File: config.mk
export PLATFORM = sky130hd
export DESIGN_NAME = clock_display_driver_flat
export DESIGN_NICKNAME = d
export VERILOG_FILES = /design/src/rtl/clock_display_pkg.sv /design/src/rtl/clock_display_driver_if.sv /design/src/rtl/seg7_decoder.sv /design/src/rtl/clock_display_driver.sv /design/src/flat_wrapper.sv
export SDC_FILE = /design/constraint.sdc
export NUM_CORES = 1
export LEC_CHECK = 0
export CORE_ASPECT_RATIO = 1.25
export CORE_MARGIN = 4
export CORE_UTILIZATION = 25
export CTS_BUF_LIST = sky130_fd_sc_hd__clkbuf_2 sky130_fd_sc_hd__clkbuf_4 sky130_fd_sc_hd__clkbuf_8
export DETAILED_ROUTE_END_ITERATION = 12
export GPL_TIMING_DRIVEN = 0
export SLEW_MARGIN = 25
export SYNTH_ARGS = -nofsm -noshare
export SYNTH_HDL_FRONTEND = slang
export SYNTH_HIERARCHICAL = 1
export SYNTH_SLANG_ARGS = --single-unit
export TNS_END_PERCENT = 50
File: constraint.sdc
create_clock -name clk -period 5.65 [get_ports clk]
set_clock_uncertainty 0.1 [all_clocks]
set_input_delay 0.8475 -clock clk [delete_from_list [all_inputs] [get_ports clk]]
set_output_delay 0.8475 -clock clk [all_outputs]
set_load 0.01 [all_outputs]
File: src/rtl/clock_display_pkg.sv
// Shared types, segment codes and digit helpers for the MM:SS multiplexed display driver.
package clock_display_pkg;

   typedef logic [6:0] seg_t;
   typedef logic [1:0] digit_idx_t;
   typedef logic [5:0] field_t;
   typedef logic [3:0] bcd_t;

   // Segment patterns are active-low, bit order {g,f,e,d,c,b,a}
   localparam seg_t SEG_BLANK = 7'b1111111;
   localparam seg_t SEG_DASH  = 7'b0111111;

   localparam seg_t SEG_DIGIT [0:9] = '{
      7'b1000000,
      7'b1111001,
      7'b0100100,
      7'b0110000,
      7'b0011001,
      7'b0010010,
      7'b0000010,
      7'b1111000,
      7'b0000000,
      7'b0010000
   };

   localparam field_t     MAX_VALID = 6'd59;
   localparam digit_idx_t IDX_LAST  = 2'd3;
   localparam digit_idx_t IDX_COLON = 2'd2;
   localparam logic [3:0] AN_OFF    = 4'b1111;

   function automatic bcd_t ones_of(input field_t v);
      return bcd_t'(v % 6'd10);
   endfunction

   function automatic bcd_t tens_of(input field_t v);
      return bcd_t'(v / 6'd10);
   endfunction

   // Active-low one-cold anode pattern for the selected digit
   function automatic logic [3:0] anode_sel(input digit_idx_t idx);
      return ~(4'b0001 << idx);
   endfunction

endpackage

File: src/rtl/clock_display_driver_if.sv
// Bundle between the clock counter / board pins and the display driver.
interface clock_display_driver_if;
   import clock_display_pkg::*;

   field_t     seconds;
   field_t     minutes;
   logic [3:0] an;
   seg_t       seg;
   logic       dp;
   logic       frame_done;

   // Counter and board side
   modport master (
      output seconds,
      output minutes,
      input  an,
      input  seg,
      input  dp,
      input  frame_done
   );

   // Display driver side
   modport slave (
      input  seconds,
      input  minutes,
      output an,
      output seg,
      output dp,
      output frame_done
   );

endinterface

File: src/rtl/seg7_decoder.sv
// Combinational BCD to active-low 7-segment decoder with a dash for invalid fields.
module seg7_decoder
   import clock_display_pkg::*;
(
   input  bcd_t bcd,
   input  logic invalid,
   output seg_t seg
);

   always_comb begin
      seg = SEG_BLANK;
      if (invalid) begin
         seg = SEG_DASH;
      end else if (bcd <= 4'd9) begin
         seg = SEG_DIGIT[bcd];
      end
   end

endmodule

File: src/rtl/clock_display_driver.sv
// Four-digit multiplexed MM:SS display driver with per-frame snapshot,
// anti-ghosting blanking at each slot start and a 0.5 Hz colon.
module clock_display_driver
   import clock_display_pkg::*;
#(
   parameter int REFRESH_DIV  = 1000,
   parameter int BLANK_CYCLES = 2
)
(
   input  logic                  clk,
   input  logic                  reset,
   clock_display_driver_if.slave disp
);

   localparam int CW = (REFRESH_DIV > 1) ? $clog2(REFRESH_DIV) : 1;

   // Slot timer runs down; cycles remaining in the slot = cnt
   localparam logic [CW-1:0] CNT_LOAD   = CW'(REFRESH_DIV - 1);
   localparam logic [CW-1:0] BLANK_LAST = CW'(REFRESH_DIV - 1 - BLANK_CYCLES);

   logic [CW-1:0] cnt;
   digit_idx_t    idx;
   field_t        snap_sec;
   field_t        snap_min;

   logic [3:0]    an_q;
   seg_t          seg_q;
   logic          dp_q;
   logic          frame_done_q;

   logic          tick;
   logic          blank;
   logic          frame_end;
   bcd_t          digit_bcd;
   logic          digit_inv;
   seg_t          dec_seg;
   logic [3:0]    an_nxt;
   seg_t          seg_nxt;
   logic          dp_nxt;

   assign tick      = (cnt == '0);
   assign blank     = (cnt > BLANK_LAST);
   assign frame_end = tick && (idx == IDX_LAST);

   always_comb begin
      digit_bcd = '0;
      digit_inv = 1'b0;
      unique case (idx)
         2'd0: begin
            digit_bcd = ones_of(snap_sec);
            digit_inv = (snap_sec > MAX_VALID);
         end
         2'd1: begin
            digit_bcd = tens_of(snap_sec);
            digit_inv = (snap_sec > MAX_VALID);
         end
         2'd2: begin
            digit_bcd = ones_of(snap_min);
            digit_inv = (snap_min > MAX_VALID);
         end
         2'd3: begin
            digit_bcd = tens_of(snap_min);
            digit_inv = (snap_min > MAX_VALID);
         end
         default: begin
            digit_bcd = '0;
            digit_inv = 1'b0;
         end
      endcase
   end

   seg7_decoder u_dec (
      .bcd     (digit_bcd),
      .invalid (digit_inv),
      .seg     (dec_seg)
   );

   // Colon follows snap_sec[0] even when the seconds field shows dashes
   always_comb begin
      an_nxt  = AN_OFF;
      seg_nxt = SEG_BLANK;
      dp_nxt  = 1'b1;
      if (!blank) begin
         an_nxt  = anode_sel(idx);
         seg_nxt = dec_seg;
         dp_nxt  = !((idx == IDX_COLON) && !snap_sec[0]);
      end
   end

   always_ff @(posedge clk) begin
      if (reset) begin
         cnt          <= CNT_LOAD;
         idx          <= '0;
         snap_sec     <= '0;
         snap_min     <= '0;
         an_q         <= AN_OFF;
         seg_q        <= SEG_BLANK;
         dp_q         <= 1'b1;
         frame_done_q <= 1'b0;
      end else begin
         if (tick) begin
            cnt <= CNT_LOAD;
            idx <= idx + 2'd1;
         end else begin
            cnt <= cnt - 1'b1;
         end
         if (frame_end) begin
            snap_sec <= disp.seconds;
            snap_min <= disp.minutes;
         end
         frame_done_q <= frame_end;
         an_q         <= an_nxt;
         seg_q        <= seg_nxt;
         dp_q         <= dp_nxt;
      end
   end

   assign disp.an         = an_q;
   assign disp.seg        = seg_q;
   assign disp.dp         = dp_q;
   assign disp.frame_done = frame_done_q;

endmodule

File: src/flat_wrapper.sv
// flat-port wrapper written by rule: the top's interface ports become plain ports
module clock_display_driver_flat import clock_display_pkg::*;
#(
   parameter int REFRESH_DIV  = 1000,
   parameter int BLANK_CYCLES = 2
)
  (clk, reset, disp_seconds, disp_minutes, disp_an, disp_seg, disp_dp, disp_frame_done);
  clock_display_driver_if disp_i ();
  input  logic clk;
  input  logic reset;
  input wire logic [$bits(disp_i.seconds)-1:0] disp_seconds;
  input wire logic [$bits(disp_i.minutes)-1:0] disp_minutes;
  output wire logic [$bits(disp_i.an)-1:0] disp_an;
  output wire logic [$bits(disp_i.seg)-1:0] disp_seg;
  output wire logic [$bits(disp_i.dp)-1:0] disp_dp;
  output wire logic [$bits(disp_i.frame_done)-1:0] disp_frame_done;
  assign disp_i.seconds = disp_seconds;
  assign disp_i.minutes = disp_minutes;
  assign disp_an = disp_i.an;
  assign disp_seg = disp_i.seg;
  assign disp_dp = disp_i.dp;
  assign disp_frame_done = disp_i.frame_done;
  clock_display_driver #(.REFRESH_DIV(REFRESH_DIV), .BLANK_CYCLES(BLANK_CYCLES)) u_core (.clk(clk), .reset(reset), .disp(disp_i));
endmodule
==> Word-level counts from Yosys, hierarchy flattened <==
Memories as Yosys holds them, arrays and structs flattened.
Index checks and enable logic that the tools add are counted.
{ "totals": {"ff_bits": 37, "rom_bits": 112, "in_bits": 14, "output_inout_bits": 13, "n_memories": 1} }
{ "memory_table": {"columns": ["memory", "words", "width", "read_ports", "rd_clocked_by_memory_dff", "wr", "line", "source"], "rows": [
  ["(no name shown)", 16, 7, 1, 0, 0, "seg7_decoder.sv:15", "seg = SEG_DIGIT[bcd];"]
]} }
{ "op_classes": {"n_addsub": 2, "div_mod_pow": 4, "order_cmp": 5, "n_eq_ne": 3, "shift": 1, "n_mux": 6, "bitwise_logic": 3, "n_reduce_logical": 11} }
{ "op_table": {"columns": ["operator", "n"], "rows": [
  ["$mux 7", 4],
  ["$pmux 4 s4", 1],
  ["$div 6x4->6 const B", 2],
  ["$gt 6x6->1 const B", 2],
  ["$mod 6x4->6 const B", 2],
  ["$gt 10x10->1 const B", 1],
  ["$logic_not 10->1", 1],
  ["$sub 10x1->10 const B", 1],
  ["$reduce_or 2->1", 4],
  ["$ge 5x5->1 const B", 1],
  ["$not 4->5", 1],
  ["$eq 2x2->1 const B", 2],
  ["$le 4x4->1 const B", 1],
  ["$not 4->4", 1],
  ["$reduce_or 4->1", 1],
  ["$shl 1x2->4 const A", 1],
  ["$add 2x1->2 const B", 1],
  ["$eq 2x1->1 const B", 1],
  ["$logic_and 1x1->1", 2],
  ["$logic_not 1->1", 2],
  ["$logic_not 2->1", 1],
  ["$pmux 1 s2", 1],
  ["$not 1->1", 1]
]} }

==> Logic depth before layout (Yosys ltp) <==
{ "depth": {"depth_word": 8, "ltp_mapped": 16} }

==> Hierarchy <==
The synthesis kept the hierarchy.
{ "modules_own_cells": {"columns": ["mod", "n_inst", "cells_each", "area_per_inst_um2", "seq_area_each_um2"], "rows": [
  ["clock_display_driver", 1, 232, 2035.7, 740.7],
  ["seg7_decoder", 1, 34, 252.7, 0.0]
]} }

==> Worst setup path after synthesis <==
No wires, ideal clock.
{ "synth_timing": {"path_type": "register to register", "startpoint": "reg u_core.idx[0]", "endpoint": "reg u_core.seg_q[5], in the netlist u_core/disp.seg[5]", "setup_ns": 0.126, "arrival_time_ns": 3.017, "setup_slack_ns": 2.407, "path_stages_with_launch": 15, "path_buffers": 1, "period_less_slack_ns": 3.243, "cell_sequence": "dfxtp_1 > inv_1 > ha_1 > mux2_2 > or2_2 > nand2_1 > o21ai_0 > ha_1 > or3_1 > a31o_2 > a21oi_1 > buf_2 > a21oi_1 > o32a_1 > nand2b_1"} }
{ "synth_via": {"elab_chain_cells": 6, "word_cells_on_any_way": 15, "cone_classes": "order compare (1); eq/ne (3); mux (4); bitwise (2); reduce/logical (4); memory (1)"} }
{ "synth_lines": {"columns": ["element", "line", "source"], "rows": [
  ["start: declaration", "clock_display_driver.sv:22", "digit_idx_t idx;"],
  ["start signal: assignment", "clock_display_driver.sv:103", "idx <= idx + 2'd1;"],
  ["$eq 2x2->1 (tied with other cells)", "clock_display_driver.sv:48", "unique case (idx)"],
  ["$pmux 4 s4 (*)", "clock_display_driver.sv:48", null],
  ["net u_core.digit_bcd[3]", "clock_display_driver.sv:34", "bcd_t digit_bcd;"],
  ["$not 4->5 (not written as such)", "seg7_decoder.sv:15", null],
  ["$mem_v2 16x7", null, null],
  ["$mux 7 (not written as such) (2 in series)", "seg7_decoder.sv:15", null],
  ["end signal: assignment", "clock_display_driver.sv:113", "seg_q <= seg_nxt;"],
  ["end: declaration", "clock_display_driver.sv:27", "seg_t seg_q;"]
]} }
The timed path passes the listed nets; every way through them passes the cells marked *. The select of a mux whose other input is x is not followed.
A chain may end at the register's enable or synchronous reset.

==> Worst setup path after layout <==
{ "layout_timing": {"startpoint": "reg u_core.idx[0]", "endpoint": "reg u_core.seg_q[2], in the netlist u_core/disp.seg[2]"} }
The elaborated chain is that of the path after synthesis.

==> metrics.txt <==
total routing usage reported by global routing 0.0920; register bit total from synthesis 37; biggest area contributors in the synthesized netlist dfxtp_1, ha_1, nand2_1, nand2b_1, a21oi_2; max capacitance violation total 0; Clock power frac 0.433; clock insertion delay at the later pin of the skew report 0.29 ns; sw power 0.113 mW; power per cell area 194 nW/µm²; critical path required time 5.71 ns; TritonCTS clock tree done; Arrival @ worst endpoint 3.70 ns; CTS root buf clkbuf_8; number of DRC violations after detailed routing 0; largest net degree at the start of global routing 13; highest clock rate 0.275 GHz; run status finished, final reports clean; die area 10800 µm²; final worst-path cycle share 0.644; number of enable-type register cells in the synthesized netlist 0; first drt pass iteration count 4; CTS-repair resized insts 0; setup TNS after final layout 0 ns; internal power summed over all cells 0.433 mW; I/O pin count 27; sort of element at the start of the critical path flop; synthesized netlist net count 295; mean instance size in the synthesized netlist 8.60 µm²; Max VDD drop 0.132 mV; starting utilization of the core area 0.260; Clock H-tree levels 2; switching fraction of total power 0.207; setup repair after global routing missed its margin no; worst-case clock buffer depth 2; floorplan die width 93.6 µm; overall die height 115 µm; multi-input gate area in the final layout 1440 µm²; cell type contributing the most total cell area after synthesis dfxtp_1; worst stage delay on the critical path 0.40 ns; sequential cell area in the final layout 741 µm²; synthesis-to-finish area growth 23.2%; final-stage net count 328; flip-flop cell with the highest count after synthesis dfxtp_1; crit end category flop; YS warnings 6; area share of the leading cell type in the synthesized netlist 0.324; wire length of the first global-routing pass 8080 µm; DRT Wirelength 4690 µm; sequential fraction of the synthesis area 0.324; power share of the sequential group 0.496; clock-pin slew on the worst setup and hold paths 0.08 ns; min Tclk post-route 3.64 ns; fin util 0.320; Worst Setup Path Type reg -> reg; slew at the pin closest to its max-slew limit 0.640 ns; count of endpoints failing hold in the final timing report 0; routed via count 1893; Logic pwr share 0.070; number of violations reported at the end of detailed-routing iteration 0 111; Cell Rows 38; slowest CP cell buf_1; CP max FO 10; endpoints failing setup 0; post-CTS setup buffer count 0; number of unique standard cell types used by synthesis 57; number of filler instances in the final layout 925; number of global-route vias before repair 1787; sinks on the clock net 37; Max transition margin 0.561; cell chain of the critical path inv_1, ha_1, buf_1, o21ai_0, a21oi_1, o21ai_0, ha_1, o211ai_1, o2bb2ai_1, a31oi_1, o31ai_1, buf_6, o21bai_1, a221o_1, nand2b_1; WL per Instance 11.2 µm; remaining number of nets flagged by the antenna check after routing 0; count of hold-fix buffers inserted at cts 0; cell area after technology mapping 2290 µm²; ratio of cells with drive above 1 in the final layout 0.157; area of the core 8800 µm²; class of the tightest hold or removal check reg -> reg; per-cell via count in the routed design 4.51; number of instances in the synthesized netlist 266; Placer Congestion 0.838; final max-slew violation count 0; antenna cell count 0; # port buffers 26; fraction of registers with async set/reset 0; antenna violations before repair 0; standby leakage power 0.974 nW; post-route total power 0.546 mW; Inserted Clock Buffers 5; detailed-placement wirelength estimate 3690 µm; remaining global-route overflow 0
## placed cells by master (no fill, tap or decap), types with 3 or more instances in the layout
master           instances
nand3b_1                 4
mux2i_1                  7
nand2_2                  9
and2_1                   3
inv_1                   11
ha_1                    15
nand2_1                 30
nand2b_1                16
clkbuf_1                 4
nor3_1                   5
nor2_1                  19
dfxtp_1                 37
nor2b_1                  4
or2_2                    3
clkbuf_8                 6
a31oi_1                  4
o21ai_0                  7
clkdlybuf4s50_1         26
mux2_2                   6
xnor2_1                  7
a21oi_2                  9
a21oi_1                 15
nor4_1                   6
## synth_stat cells (all sizes together), types with 5 or more instances
| library cell | number |
|---|---|
| a21oi | 24 |
| buf | 5 |
| dfxtp | 37 |
| ha | 15 |
| inv | 11 |
| mux2 | 6 |
| mux2i | 7 |
| nand2 | 39 |
| nand2b | 16 |
| nor2 | 19 |
| nor3 | 5 |
| nor4 | 7 |
| o21ai | 9 |
| xnor2 | 7 |
## path summary, 6_finish.rpt
kind,from,endpoint,slack [ns],cells past startpoint
max,u_core/idx[0],u_core/disp.seg[2],2.01,15
max reg2reg,u_core/idx[0],u_core/disp.seg[2],2.01,15
min reg2reg,u_core/snap_min[0],u_core/snap_min[0],0.36,2
min,u_core/snap_min[0],u_core/snap_min[0],0.36,2
## power groups by stage
stage	Combinational (mW)	Sequential, mW	Clock, mW
3_5_place_dp	0.0389	0.277	0
6_report	0.0384	0.271	0.237
5_1_grt	0.0429	0.272	0.256
4_1_cts	0.0390	0.271	0.244
2_1_floorplan	0.0132	0.279	0
3_3_place_gp	0.0387	0.277	0
## registers in the layout (all words and copies together) (netlist names)
name                    flops
u_core/cnt                 10
u_core/disp.an              4
u_core/disp.dp              1
u_core/disp.frame_done      1
u_core/disp.seg             7
u_core/idx                  2
u_core/snap_min             6
u_core/snap_sec             6
## cells by family (layout without fill, tap and decap cells)
group / Yosys count / count (layout) / share of synthesized area
AOI/OAI and AO/OA: 57 / 57 / 0.173
and+or+nand+nor: 115 / 115 / 0.281
muxes: 13 / 13 / 0.0601
xor gates and xnor gates: 9 / 9 / 0.0344
DFF: 37 / 37 / 0.324
adders and majority gates: 15 / 15 / 0.0820
buffers and inverters: 20 / 54 / 0.0454
## final cells by class
class                      instances  share of cell area
sequential                        37               0.263
clock buffer                       6              0.0293
tap                              120              0.0533
inverter                          11              0.0146
multi-input combinational        209               0.512
clock inverter                     2              0.0133
timing repair buffer              26              0.0923
buffer                             9              0.0222
## critical path: cells and delay by family, from the launching register on
kind	cells	cell delay [ns]
fa+ha+maj	2	0.58
buf+inv	3	0.69
compound gates	9	1.65
flops	1	0.34
simple gates	1	0.13
## stage by stage
step,cells,hold WS (ns),area (µm²),setup slack [ns]
finish,420,0.363,2820,2.01
global route,420,0.370,2820,1.71
CTS,420,0.365,2820,2.03
detailed placement,412,0.353,2700,2.04
global placement,412,0.338,2700,2.09
floorplan,266,0.311,2290,2.41
## metal layers
metal  GRT usage  vias up  share of wire
met5           0        -              0
met4      0.0318        0          0.018
met3      0.0203        7          0.047
met2       0.153       47           0.46
met1       0.117      842           0.48
li1            -      997              -
Note: power is estimated with default switching activity, not from simulation.
